`src/rtl/drap_regfile_bist_if.sv`:
```
// Register-file port bundle between the BIST controller (master) and DRAP_REGFILE (slave).
interface drap_regfile_bist_if;
    logic        wr_en;
    logic [4:0]  w_addr;
    logic [31:0] w_data;
    logic [4:0]  r_addr1;
    logic [4:0]  r_addr2;
    logic [31:0] r_data1;
    logic [31:0] r_data2;

    modport master (
        output wr_en, w_addr, w_data, r_addr1, r_addr2,
        input  r_data1, r_data2
    );

    modport slave (
        input  wr_en, w_addr, w_data, r_addr1, r_addr2,
        output r_data1, r_data2
    );
endinterface

```
`src/rtl/drap_regfile_bist.sv`:
```
// BIST controller for the 32x32 DRAP_REGFILE: two write/read-back passes with
// complementary patterns, saturating mismatch count and first-failure capture.
module drap_regfile_bist #(
    parameter int RD_LAT  = 0,    // 0: combinational read, 1: registered read
    parameter bit SKIP_R0 = 1'b1  // 1: r0 is hardwired zero
) (
    input  logic                 clk,
    input  logic                 rst,
    input  logic                 start,
    output logic                 busy,
    output logic                 done,
    output logic                 pass,
    output logic [5:0]           err_count,
    output logic [4:0]           fail_addr,
    output logic [31:0]          fail_data,
    drap_regfile_bist_if.master  rf
);

    typedef enum logic [2:0] {S_IDLE, S_WRITE, S_READ, S_RWAIT, S_DONE} state_t;

    state_t      state_q, state_d;
    logic        p_q, p_d;           // current pass
    logic [4:0]  cnt_q, cnt_d;       // write address in WRITE, pair index k in READ/RWAIT
    logic        wr_en_q, wr_en_d;
    logic [4:0]  w_addr_q, w_addr_d;
    logic [31:0] w_data_q, w_data_d;
    logic [4:0]  r_addr1_q, r_addr1_d;
    logic [4:0]  r_addr2_q, r_addr2_d;
    logic        busy_q, busy_d;
    logic        done_q, done_d;
    logic        pass_q, pass_d;
    logic [5:0]  err_count_q, err_count_d;
    logic [4:0]  fail_addr_q, fail_addr_d;
    logic [31:0] fail_data_q, fail_data_d;

    logic        cmp_en;
    logic        step;
    logic        mis1, mis2;
    logic [3:0]  k;
    logic [4:0]  addr1, addr2;
    logic [6:0]  err_sum;

    function automatic logic [31:0] pat(input logic p, input logic [4:0] a);
        return (p ? 32'hAAAA_AAAA : 32'h5555_5555) ^ {27'd0, a};
    endfunction

    function automatic logic [31:0] exp_val(input logic p, input logic [4:0] a);
        if (SKIP_R0 && a == 5'd0)
            return 32'd0;
        return pat(p, a);
    endfunction

    assign k     = cnt_q[3:0];
    assign addr1 = {k, 1'b0};
    assign addr2 = {k, 1'b1};

    // Next-state, compare and registered-output computation.
    always_comb begin
        state_d     = state_q;
        p_d         = p_q;
        cnt_d       = cnt_q;
        wr_en_d     = 1'b0;
        w_addr_d    = 5'd0;
        w_data_d    = 32'd0;
        r_addr1_d   = 5'd0;
        r_addr2_d   = 5'd0;
        busy_d      = busy_q;
        done_d      = 1'b0;
        pass_d      = pass_q;
        err_count_d = err_count_q;
        fail_addr_d = fail_addr_q;
        fail_data_d = fail_data_q;
        step        = 1'b0;

        // Compare happens in READ for combinational reads, in RWAIT for registered reads.
        cmp_en  = ((state_q == S_READ) && (RD_LAT == 0)) || (state_q == S_RWAIT);
        mis1    = cmp_en && (rf.r_data1 != exp_val(p_q, addr1));
        mis2    = cmp_en && (rf.r_data2 != exp_val(p_q, addr2));
        err_sum = {1'b0, err_count_q} + 7'(mis1) + 7'(mis2);

        if (cmp_en) begin
            err_count_d = (err_sum > 7'd63) ? 6'd63 : err_sum[5:0];
            // First failure only; port 1 (lower address) wins a tie.
            if (err_count_q == 6'd0 && (mis1 || mis2)) begin
                fail_addr_d = mis1 ? addr1 : addr2;
                fail_data_d = mis1 ? rf.r_data1 : rf.r_data2;
            end
        end

        case (state_q)
            S_IDLE: begin
                if (start) begin
                    state_d     = S_WRITE;
                    p_d         = 1'b0;
                    cnt_d       = 5'd0;
                    busy_d      = 1'b1;
                    pass_d      = 1'b0;
                    err_count_d = 6'd0;
                    fail_addr_d = 5'd0;
                    fail_data_d = 32'd0;
                    wr_en_d     = 1'b1;
                    w_addr_d    = 5'd0;
                    w_data_d    = pat(1'b0, 5'd0);
                end
            end
            S_WRITE: begin
                if (cnt_q == 5'd31) begin
                    state_d   = S_READ;
                    cnt_d     = 5'd0;
                    r_addr1_d = 5'd0;
                    r_addr2_d = 5'd1;
                end else begin
                    cnt_d    = 5'(cnt_q + 5'd1);
                    wr_en_d  = 1'b1;
                    w_addr_d = 5'(cnt_q + 5'd1);
                    w_data_d = pat(p_q, 5'(cnt_q + 5'd1));
                end
            end
            S_READ: begin
                if (RD_LAT != 0) begin
                    // Hold addresses while the registered read data arrives.
                    state_d   = S_RWAIT;
                    r_addr1_d = r_addr1_q;
                    r_addr2_d = r_addr2_q;
                end else begin
                    step = 1'b1;
                end
            end
            S_RWAIT: step = 1'b1;
            S_DONE:  state_d = S_IDLE;
            default: state_d = S_IDLE;
        endcase

        // Advance to the next read pair, the second pass, or completion.
        if (step) begin
            if (k == 4'd15) begin
                if (!p_q) begin
                    state_d  = S_WRITE;
                    p_d      = 1'b1;
                    cnt_d    = 5'd0;
                    wr_en_d  = 1'b1;
                    w_addr_d = 5'd0;
                    w_data_d = pat(1'b1, 5'd0);
                end else begin
                    state_d = S_DONE;
                    done_d  = 1'b1;
                    busy_d  = 1'b0;
                    pass_d  = (err_count_d == 6'd0);
                end
            end else begin
                state_d   = S_READ;
                cnt_d     = 5'(cnt_q + 5'd1);
                r_addr1_d = {4'(k + 4'd1), 1'b0};
                r_addr2_d = {4'(k + 4'd1), 1'b1};
            end
        end
    end

    // State and output registers; synchronous reset aborts any test in progress.
    always_ff @(posedge clk) begin
        if (rst) begin
            state_q     <= S_IDLE;
            p_q         <= 1'b0;
            cnt_q       <= 5'd0;
            wr_en_q     <= 1'b0;
            w_addr_q    <= 5'd0;
            w_data_q    <= 32'd0;
            r_addr1_q   <= 5'd0;
            r_addr2_q   <= 5'd0;
            busy_q      <= 1'b0;
            done_q      <= 1'b0;
            pass_q      <= 1'b0;
            err_count_q <= 6'd0;
            fail_addr_q <= 5'd0;
            fail_data_q <= 32'd0;
        end else begin
            state_q     <= state_d;
            p_q         <= p_d;
            cnt_q       <= cnt_d;
            wr_en_q     <= wr_en_d;
            w_addr_q    <= w_addr_d;
            w_data_q    <= w_data_d;
            r_addr1_q   <= r_addr1_d;
            r_addr2_q   <= r_addr2_d;
            busy_q      <= busy_d;
            done_q      <= done_d;
            pass_q      <= pass_d;
            err_count_q <= err_count_d;
            fail_addr_q <= fail_addr_d;
            fail_data_q <= fail_data_d;
        end
    end

    assign busy       = busy_q;
    assign done       = done_q;
    assign pass       = pass_q;
    assign err_count  = err_count_q;
    assign fail_addr  = fail_addr_q;
    assign fail_data  = fail_data_q;
    assign rf.wr_en   = wr_en_q;
    assign rf.w_addr  = w_addr_q;
    assign rf.w_data  = w_data_q;
    assign rf.r_addr1 = r_addr1_q;
    assign rf.r_addr2 = r_addr2_q;

endmodule

```
`src/flat_wrapper.sv`:
```
// flat-port wrapper written by rule: the top's interface ports become plain ports
module drap_regfile_bist_flat 
#(
    parameter int RD_LAT  = 0,                                                
    parameter bit SKIP_R0 = 1'b1                            
)
  (clk, rst, start, busy, done, pass, err_count, fail_addr, fail_data, rf_wr_en, rf_w_addr, rf_w_data, rf_r_addr1, rf_r_addr2, rf_r_data1, rf_r_data2);
  drap_regfile_bist_if rf_i ();
  input  logic clk;
  input  logic rst;
  input  logic start;
  output logic busy;
  output logic done;
  output logic pass;
  output logic [5:0] err_count;
  output logic [4:0] fail_addr;
  output logic [31:0] fail_data;
  output wire logic [$bits(rf_i.wr_en)-1:0] rf_wr_en;
  output wire logic [$bits(rf_i.w_addr)-1:0] rf_w_addr;
  output wire logic [$bits(rf_i.w_data)-1:0] rf_w_data;
  output wire logic [$bits(rf_i.r_addr1)-1:0] rf_r_addr1;
  output wire logic [$bits(rf_i.r_addr2)-1:0] rf_r_addr2;
  input wire logic [$bits(rf_i.r_data1)-1:0] rf_r_data1;
  input wire logic [$bits(rf_i.r_data2)-1:0] rf_r_data2;
  assign rf_wr_en = rf_i.wr_en;
  assign rf_w_addr = rf_i.w_addr;
  assign rf_w_data = rf_i.w_data;
  assign rf_r_addr1 = rf_i.r_addr1;
  assign rf_r_addr2 = rf_i.r_addr2;
  assign rf_i.r_data1 = rf_r_data1;
  assign rf_i.r_data2 = rf_r_data2;
  drap_regfile_bist #(.RD_LAT(RD_LAT), .SKIP_R0(SKIP_R0)) u_core (.clk(clk), .rst(rst), .start(start), .busy(busy), .done(done), .pass(pass), .err_count(err_count), .fail_addr(fail_addr), .fail_data(fail_data), .rf(rf_i));
endmodule
```
`config.mk`:
```
export PLATFORM = sky130hd
export DESIGN_NAME = drap_regfile_bist_flat
export DESIGN_NICKNAME = d
export VERILOG_FILES = /design/src/rtl/drap_regfile_bist_if.sv /design/src/rtl/drap_regfile_bist.sv /design/src/flat_wrapper.sv
export SDC_FILE = /design/constraint.sdc
export NUM_CORES = 1
export LEC_CHECK = 0
export ABC_AREA = 1
export BUFFER_PORTS_ARGS = -buffer_cell sky130_fd_sc_hd__buf_2
export CORE_ASPECT_RATIO = 0.75
export CORE_MARGIN = 5
export CORE_UTILIZATION = 53
export DETAILED_ROUTE_END_ITERATION = 8
export PLACE_DENSITY = 0.84
export SYNTH_ARGS = -nofsm -noshare
export SYNTH_HDL_FRONTEND = slang
export SYNTH_SLANG_ARGS = --single-unit
```
`constraint.sdc`:
```
create_clock -name clk -period 5.2 [get_ports clk]
set_input_delay 1.04 -clock clk [delete_from_list [all_inputs] [get_ports clk]]
set_output_delay 1.04 -clock clk [all_outputs]
set_load 0.02 [all_outputs]
```
# Word-level counts from Yosys, hierarchy flattened
# Cells that the tools add are included.
[totals] wordCells=120 ff_bits=103
[op_classes] n_bitwise=5 n_mux=70 eq_ne=10 n_addsub=4 magnitude_cmp=1 n_reduce_logical=15
[ops] cell="two-way mux 32 bit" count=14
[ops] cell="bitwise XOR 32 x 5 -> 32 bit" count=3
[ops] cell="two-way mux 5 bit" count=16
[ops] cell="inequality test 32 bit" count=2
[ops] cell="one-hot mux 32 bit (2 select lines)" count=1
[ops] cell="two-way mux 31 bit" count=1
[ops] cell="two-way mux 1 bit" count=26
[ops] cell="two-way mux 6 bit" count=4
[ops] cell="two-way mux 3 bit" count=5
[ops] cell="zero test 6 bit" count=2
[ops] cell="zero test 5 bit" count=2
[ops] cell="one-hot mux 5 bit (2 select lines)" count=1
[ops] cell="one-hot mux 3 bit (3 select lines)" count=1
[ops] cell="adder 6 x 1 -> 7 bit" count=1
[ops] cell="adder 7 x 1 -> 7 bit" count=1
[ops] cell="greater-than comparator 7 x 6 -> 1 bit, second input constant" count=1
[ops] cell="equality test 3 x 2 -> 1 bit, second input constant" count=2
[ops] cell="OR reduction 3 bit" count=2
[ops] cell="adder 5 x 1 -> 5 bit, second input constant" count=1
[ops] cell="equality test 5 bit, second input constant" count=1
[ops] cell="adder 4 x 1 -> 4 bit, second input constant" count=1
[ops] cell="equality test 4 bit, second input constant" count=1
[ops] cell="OR reduction 2 bit" count=2
[ops] cell="equality test 3 x 1 -> 1 bit, second input constant" count=1
[ops] cell="other kinds (9)" count=13

# Longest topological paths before layout
# Gate-level depths: netlist (run 1).
[logic_depth] word_depth=16 ltp_mapped=25 mapped_depth_nobuf=23

# Least setup slack after synthesis (run 1)
# Ideal clock, no wire load.
[synth_timing] kind="input-to-reg" start="input rf_r_data1[22]" end="register u_core.pass_q, in the netlist u_core.pass" arrival_ns=3.351 path_buffers=2 setup_ns=0.117 path_slack_ns=1.732 stages=22 required_time_ns=5.083 cell_sequence="inv_1 > nor2_1 > nand2_1 > nand2_1 > a21boi_0 > nor2_1 > nand2_2 > nand2_2 > buf_4 > buf_4 > fa_1 > inv_1 > ha_1 > nand3_1 > nor3_1 > inv_1 > nand2_1 > inv_1 > nand3_1 > o21ai_0 > nand3_1 > a21oi_1"
[synth_via] elab_chain_cells=13
[synth_lines] element="start: declaration" line="flat_wrapper.sv:23" text="input wire logic [$bits(rf_i.r_data1)-1:0] rf_r_data1;"
[synth_lines] element="inequality test 32 bit (*)" line="drap_regfile_bist.sv:77" text="mis1 = cmp_en && (rf.r_data1 != exp_val(p_q, addr1));"
[synth_lines] element="logical AND 1 bit (*)" line="drap_regfile_bist.sv:77"
[synth_lines] element="adder 6 x 1 -> 7 bit (*)" line="drap_regfile_bist.sv:79" text="err_sum = {1'b0, err_count_q} + 7'(mis1) + 7'(mis2);"
[synth_lines] element="adder 7 x 1 -> 7 bit (*)" line="drap_regfile_bist.sv:79"
[synth_lines] element="greater-than comparator 7 x 6 -> 1 bit" line="drap_regfile_bist.sv:82" text="err_count_d = (err_sum > 7'd63) ? 6'd63 : err_sum[5:0];"
[synth_lines] element="two-way mux 6 bit (*)" line="drap_regfile_bist.sv:82"
[synth_lines] element="two-way mux 6 bit (*)" line="drap_regfile_bist.sv:81" text="if (cmp_en) begin"
[synth_lines] element="two-way mux 6 bit" line="drap_regfile_bist.sv:92" text="if (start) begin"
[synth_lines] element="two-way mux 6 bit (*)" line="drap_regfile_bist.sv:90" text="case (state_q)"
[synth_lines] element="zero test 6 bit (*)" line="drap_regfile_bist.sv:148" text="pass_d = (err_count_d == 6'd0);"
[synth_lines] element="two-way mux 1 bit (*)" line="drap_regfile_bist.sv:137" text="if (!p_q) begin"
[synth_lines] element="two-way mux 1 bit (*)" line="drap_regfile_bist.sv:136" text="if (k == 4'd15) begin"
[synth_lines] element="two-way mux 1 bit (*)" line="drap_regfile_bist.sv:135" text="if (step) begin"
[synth_lines] element="end signal: assignment" line="drap_regfile_bist.sv:187" text="pass_q <= pass_d;"
[synth_lines] element="end: declaration" line="drap_regfile_bist.sv:31" text="logic pass_q, pass_d;"
# Every way passes the cells marked *; elsewhere a longest branch is shown, timed or not.
# A chain may end at the register's enable or synchronous reset.

# Worst setup path in the final report (run 1)
[layout_timing] start="register u_core.cnt_q[0]" end="register u_core.pass_q, in the netlist u_core.pass"
[layout_via] elab_chain_cells=16 elab_cells_between_ends=24 cone_classes="add/sub (2); order compare (1); eq/ne (3); mux (11); bitwise (2); reduce/logical (5)"
[layout_lines] element="start: declaration" line="drap_regfile_bist.sv:23" text="logic [4:0] cnt_q, cnt_d;"
[layout_lines] element="start signal: assignment" line="drap_regfile_bist.sv:179" text="cnt_q <= cnt_d;"
[layout_lines] element="zero test 5 bit" line="drap_regfile_bist.sv:48" text="if (SKIP_R0 && a == 5'd0)"
[layout_lines] element="two-way mux 1 bit" line="drap_regfile_bist.sv:48"
[layout_lines] element="two-way mux 32 bit" line="drap_regfile_bist.sv:50" text="return pat(p, a);"
[layout_lines] element="inequality test 32 bit" line="drap_regfile_bist.sv:77"
[layout_lines] element="logical AND 1 bit" line="drap_regfile_bist.sv:77"
[layout_lines] element="adder 6 x 1 -> 7 bit" line="drap_regfile_bist.sv:79"
[layout_lines] element="adder 7 x 1 -> 7 bit" line="drap_regfile_bist.sv:79"
[layout_lines] element="greater-than comparator 7 x 6 -> 1 bit" line="drap_regfile_bist.sv:82"
[layout_lines] element="two-way mux 6 bit" line="drap_regfile_bist.sv:82"
[layout_lines] element="two-way mux 6 bit" line="drap_regfile_bist.sv:81"
[layout_lines] element="two-way mux 6 bit" line="drap_regfile_bist.sv:92"
[layout_lines] element="two-way mux 6 bit" line="drap_regfile_bist.sv:90"
[layout_lines] element="zero test 6 bit" line="drap_regfile_bist.sv:148"
[layout_lines] element="two-way mux 1 bit" line="drap_regfile_bist.sv:137"
[layout_lines] element="two-way mux 1 bit (*)" line="drap_regfile_bist.sv:136"
[layout_lines] element="two-way mux 1 bit (*)" line="drap_regfile_bist.sv:135"
# Marks and branches as above.

==> results of run 1 <==
[worst reg2reg max path: cells and delay by family, from the launching register on]
family	cells	cell delay (ps)
AOI/OAI and AO/OA	3	320
adders and majority gates	3	830
buffers and inverters	4	370
DFF	1	440
and+or+nand+nor	12	1620
[report_power, final]
part / total [W] / internal [W] / switching [W]
Clock: 0.000649 / 0.000381 / 0.000268
Sequential: 0.000569 / 0.000565 / 0.00000405
Combinational: 0.000144 / 0.0000517 / 0.0000921
Total: 0.00136 / 0.000998 / 0.000364
[cell type report]
cell class / count / area [µm²] / share of cell area
repair buffers: 162 / 818.3 / 0.1521
inverters: 75 / 281.5 / 0.05234
clock buffers: 9 / 225.2 / 0.04187
clock inverters: 7 / 83.83 / 0.01559
multi-input cells: 521 / 2374 / 0.4413
well taps: 108 / 135.1 / 0.02512
flip-flops and latches: 73 / 1461 / 0.2717
[final timing paths]
| path | start | slack (ps) | to | depth (start not counted) |
|---|---|---|---|---|
| setup / recovery | u_core.cnt_q[0] | 1520 | u_core.pass | 22 |
| hold / removal | u_core.fail_addr[0] | 450 | u_core.fail_addr[0] | 2 |
| setup reg to reg | u_core.cnt_q[0] | 1520 | u_core.pass | 22 |
| hold reg to reg | u_core.fail_addr[0] | 450 | u_core.fail_addr[0] | 2 |
[placed cells by master, fill, tap and decap left out, drive strengths merged, types with 4 or more instances in the layout]
master,Yosys,final
nand2,211,211
buf,46,162
nor2,161,161
inv,74,78
dfxtp,73,73
nand3,46,46
nand3b,37,37
o21ai,15,15
a21oi,10,10
clkbuf,13,9
nand4,7,7
nor3,6,6
o21bai,4,4
ha,4,4
[synth_stat cells, types with 6 or more instances]
| master | n | area share |
|---|---|---|
| buf_4 | 32 | 0.053 |
| buf_2 | 10 | 0.011 |
| nor2_1 | 155 | 0.13 |
| a21oi_1 | 10 | 0.011 |
| nand2_1 | 206 | 0.17 |
| nor3_1 | 6 | 0.0067 |
| nand3_1 | 46 | 0.051 |
| nand4_1 | 7 | 0.0097 |
| nand3b_1 | 37 | 0.062 |
| o21ai_0 | 15 | 0.017 |
| clkbuf_1 | 13 | 0.011 |
| inv_1 | 72 | 0.060 |
| dfxtp_1 | 73 | 0.32 |
| nor2_2 | 6 | 0.0083 |
[sequential cells by signal, summed over array words and instances (netlist names), named ones only]
| register | flops |
|---|---|
| u_core.fail_data | 32 |
| u_core.rf.w_addr | 5 |
| u_core.pass | 1 |
| u_core.fail_addr | 5 |
| u_core.cnt_q | 4 |
| u_core.rf.wr_en | 1 |
| u_core.rf.r_addr2 | 5 |
| u_core.rf.w_data | 7 |
| u_core.state_q | 3 |
| u_core.p_q | 1 |
| u_core.busy | 1 |
| u_core.err_count | 6 |
| u_core.done | 1 |
[logic make-up (layout without fill, tap and decap cells)]
family / Yosys count / count (layout) / share of synthesized area
AOI/OAI and AO/OA: 38 / 38 / 0.04865
xor gates and xnor gates: 3 / 3 / 0.005839
adders and majority gates: 5 / 5 / 0.01557
buffers and inverters: 134 / 253 / 0.1479
DFF: 73 / 73 / 0.3247
other: 1 / 1 / 0.0008332
and+or+nand+nor: 474 / 474 / 0.4565
[routing by layer]
layer,global-route usage,wire [µm]
met4,0.06280,179
met1,0.3351,5678
met5,0,0
met2,0.3743,5513
met3,0.05772,1152
[per-stage QoR]
stage / util / hold WS [ps]
after floorplan: - / 434.7
after global placement: 0.6049 / 438.1
after detailed placement: 0.6049 / 440.0
after CTS: 0.6417 / 453.1
after global routing: 0.6417 / 473.7
final: 0.6417 / 450.7
==> results.json, run 1 <==
{
  "drtIter0Drc": 282,
  "fin_crit_sh": 0.7073,
  "skew_ps": 6.952,
  "arrival_ps": 3900,
  "cp_max_fo": 19,
  "setup_violations": 0,
  "synthesis.area_um2": 4501,
  "io_buffers": 159,
  "rsz0062_at_grt": "false",
  "syn_inst": 728,
  "die_y_um": 89.81,
  "worst_ep_required_time_ps": 5430,
  "placed_cells": 939,
  "critPathMostFrequentCell": "inv_1",
  "clockBufferDepth": 2,
  "antennaDiodeCount": 0,
  "dr.pass1.iters": 5,
  "worst_slew_pin_slew_ps": 1057,
  "yosysWarnings": 0,
  "fillers": 768,
  "tns_ps": 0,
  "grt_first_pass_wirelength_um": 20790,
  "grt-ovfl-total": 0,
  "hold_viol": 0,
  "ys_seq_area_frac": 0.3247,
  "grt_pass1_vias": 4391,
  "avgSynthCellArea_um2": 6.182,
  "final_cells": 955,
  "dp_hpwl_um": 9281,
  "cts.repair.resized": 0,
  "coreArea_um2": 8382,
  "path_buf_inv": 4,
  "total_power_w": 0.001362,
  "ys_async_sr_fraction": 0,
  "max_stage_delay_ps": 440,
  "ys_ff_latch": 73,
  "worstPathCellList": "inv_1 -> ha_1 -> nand2_4 -> nand2_1 -> a21oi_1 -> nor2_1 -> nand2_1 -> nor2_1 -> nand2_2 -> nand2_2 -> fa_1 -> inv_1 -> ha_1 -> nand3_1 -> nor3_1 -> inv_1 -> nand2_1 -> inv_1 -> nand3_1 -> o21ai_0 -> nand3_1 -> a21oi_1",
  "insertion_delay_ps": 340,
  "cts_sinks": 73,
  "h-tree-depth": 3,
  "rows": 29,
  "synth_ff_type": "dfxtp_1",
  "antenna_left": 0,
  "crit_family": "simple AND/OR/NAND/NOR gates",
  "grt_use_total": 0.2412,
  "grt_max_degree": 48,
  "avgViaCountPerCell": 5.031,
  "status": "complete, no violations",
  "pwr_density_cell_nw_per_um2": 253.2,
  "ctsHoldBuffers": 0,
  "totalWireLength_um": 12520,
  "io_pins": 161,
  "vias": 4805,
  "clk_pin_slew_ps": 60,
  "initial_core_util": 0.5369,
  "cp-start-kind": "register",
  "ir_drop_uv": 241.8,
  "drc_errors": 0,
  "place_congestion": 0.9518,
  "cts_tree": "yes",
  "die_w_um": 116.4,
  "cts-root-buf": "clkbuf_16",
  "fin_crit_ps": 3678,
  "cts_buffers": 9,
  "post-route-cell-area_um2": 5379,
  "slew_headroom": 0.2909,
  "crit_slowest_cell": "dfxtp_1",
  "place_area_um2": 5070,
  "fmax_ghz": 0.2719,
  "place_ws_ps": 1439,
  "cap_violations": 0,
  "synth_nets": 800,
  "syn_to_final_growth_pct": 19.52,
  "post_cts_buffers": 0,
  "wl_per_cell_um": 13.11,
  "antenna_found_initial": 0,
  "worst_slack_ps": 1522,
  "critPathKind": "register to register",
  "fin_nets": 914,
  "drive_gt1_frac": 0.2290,
  "power_leakage_nw": 3.119,
  "die_area_um2": 10450,
  "synth_edf_count": 0,
  "min_path_type": "register to register",
  "crit_path_end_kind": "register",
  "synth_cell_types": 33,
  "drv_slew": 0
}
No activity file was read; power rests on OpenSTA's default activity.
==> run 2: changes to the inputs <==
Settings changed: CORE_UTILIZATION 53 to 46, PLACE_DENSITY 0.84 to 0.78.
Clock period 5.2 ns to 3 ns, I/O delays scaled along.
==> results.json, run 2 (synthesis results as in run 1) <==
{
  "tns_ps": 0,
  "cts_sinks": 73,
  "h-tree-depth": 3,
  "crit_path_end_kind": "register",
  "wl_per_cell_um": 13.29,
  "rsz0062_at_grt": "false",
  "avgViaCountPerCell": 4.816,
  "io_buffers": 159,
  "cts_tree": "yes",
  "grt_max_degree": 48,
  "min-delay-start": "u_core.fail_addr[0]",
  "r2r-end": "u_core.pass",
  "die_y_um": 95.66,
  "fin_crit_ps": 2720,
  "place_area_um2": 5225,
  "fin_crit_sh": 0.9066,
  "fin_nets": 927,
  "drtIter0Drc": 326,
  "critPathMostFrequentCell": "nand2_1",
  "grt_first_pass_wirelength_um": 21330,
  "die_w_um": 124.2,
  "worstHoldEndpoint": "u_core.fail_addr[0]",
  "initial_core_util": 0.4679,
  "post-route-cell-area_um2": 5587,
  "drive_gt1_frac": 0.2523,
  "fmax_ghz": 0.3677,
  "final_common_cell": "nand2_1",
  "insertion_delay_ps": 330,
  "slew_headroom": 0.5865,
  "syn_to_final_growth_pct": 24.13,
  "min_path_type": "register to register",
  "io_pins": 161,
  "grt_use_total": 0.2194,
  "crit_slowest_cell": "fa_1",
  "p_int_w": 0.001810,
  "worst_slack_ps": 280.2,
  "clkPwrFrac": 0.479,
  "seqPwrFrac": 0.411,
  "layout_common_cells": "206 x nand2_1, 159 x buf_2, 155 x nor2_1",
  "grt_pass1_vias": 4360,
  "ff2ff_setup_slack_ps": 280,
  "worst_ep_required_time_ps": 3270,
  "die_area_um2": 11880,
  "cp-start-kind": "register",
  "worstPathCellList": "inv_2 -> nand2_1 -> nand2_1 -> nand3_1 -> nand2_1 -> nor2_1 -> nand2_1 -> nor2_1 -> nand2_2 -> nand2_2 -> fa_1 -> inv_2 -> ha_4 -> nand2_1 -> o21ai_0 -> nor2_1 -> nand3_1 -> o21ai_0 -> nand3_1 -> a21oi_1",
  "cts-root-buf": "clkbuf_16",
  "worst_slew_pin_slew_ps": 614.6,
  "clk_pin_slew_ps": 60,
  "timing.hold.ws_ps": 443.1,
  "cap_violations": 0,
  "place_ws_ps": 69.45,
  "clockBufferDepth": 2,
  "ctsHoldBuffers": 0,
  "grt-ovfl-total": 0,
  "arrival_ps": 2990,
  "totalWireLength_um": 13180,
  "antenna_left": 0,
  "ff2ff_path_depth": 20,
  "drv_slew": 0,
  "crit_family": "simple AND/OR/NAND/NOR gates",
  "coreArea_um2": 9619,
  "placed_cells": 976,
  "skew_ps": 8.530,
  "power_leakage_nw": 3.208,
  "ir_drop_uv": 267.2,
  "rows": 31,
  "cts_buffers": 9,
  "hold_viol": 0,
  "antenna_found_initial": 0,
  "place_congestion": 0.8873,
  "swShare": 0.2462,
  "holdPathStages": 2,
  "power.switching_w": 0.0005911,
  "dr.pass1.iters": 5,
  "cp_max_fo": 10,
  "r2r-start": "u_core.p_q",
  "antennaDiodeCount": 0,
  "largest_reg_flops": 32,
  "critPathKind": "register to register",
  "setup_violations": 0,
  "max_stage_delay_ps": 410,
  "status": "complete, no violations",
  "path_buf_inv": 2,
  "combPwrFrac": 0.110,
  "pwr_density_cell_nw_per_um2": 429.8,
  "dp_hpwl_um": 9949,
  "final_cells": 992,
  "drc_errors": 0,
  "vias": 4777
}
## run 2: changes by cell type in the layout (fill, tap and decap cells not counted), sizes merged
cell / previous run / this run
bufinv: 1 / 2
buf: 162 / 175
inv: 78 / 75
clkinv: 2 / 3
clkbuf: 9 / 10
## run 2: through the flow
stage | utilization | power (W)
finish | 0.5808 | 0.002401
global route | 0.5808 | 0.002496
CTS | 0.5764 | 0.002413
detailed placement | 0.5432 | 0.001265
global placement | 0.5432 | 0.001263
floorplan | - | 0.001174
## run 2: routing by layer
metal / track usage / wire length, µm
met4: 0.05474 / 161
met3: 0.06103 / 1010
met1: 0.3036 / 6274
met2: 0.3395 / 5735
met5: 0 / 0
## run 2: worst max-delay path by stage
stage / from / end / slack, ps / cells after the start
after floorplan: u_core.cnt_q[0] / u_core.pass / 4 / 25
after global placement: rf_r_data1[22] / u_core.pass / 130 / 21
after detailed placement: rf_r_data1[22] / u_core.pass / 70 / 21
after CTS: u_core.cnt_q[1] / u_core.pass / 140 / 23
after global routing: u_core.cnt_q[0] / u_core.pass / 30 / 23
final: u_core.p_q / u_core.pass / 280 / 20
## run 2: worst reg2reg max path, cell delays in order (launching register included)
cell,delay (ps)
dfxtp_1,330
inv_2,180
nand2_1,100
nand2_1,140
nand3_1,90
nand2_1,120
nor2_1,50
nand2_1,60
nor2_1,50
nand2_2,70
nand2_2,60
fa_1,410
inv_2,90
ha_4,190
nand2_1,50
o21ai_0,70
nor2_1,150
nand3_1,90
o21ai_0,140
nand3_1,90
a21oi_1,120
## run 2: power by group through the flow
stage	sequential [W]	combinational [W]	clock (W)
finish	0.000986	0.000264	0.00115
global route	0.000987	0.000291	0.00122
CTS	0.000986	0.000258	0.00117
detailed placement	0.00101	0.000257	0
global placement	0.00101	0.000256	0
floorplan	0.00102	0.000155	0
## run 2: repair_timing
action,in CTS,in global routing
setup endpoints to repair,0,3
resized for setup,0,9
buffers inserted,0,0
## run 2: layout make-up
type	count	area (µm²)
clock buffer	10	229.0
clock inverter	6	90.09
fill	1001	4033
inverter	75	281.5
multi-input combinational	521	2434
sequential	73	1464
tap	132	165.2
timing repair buffer	175	923.4
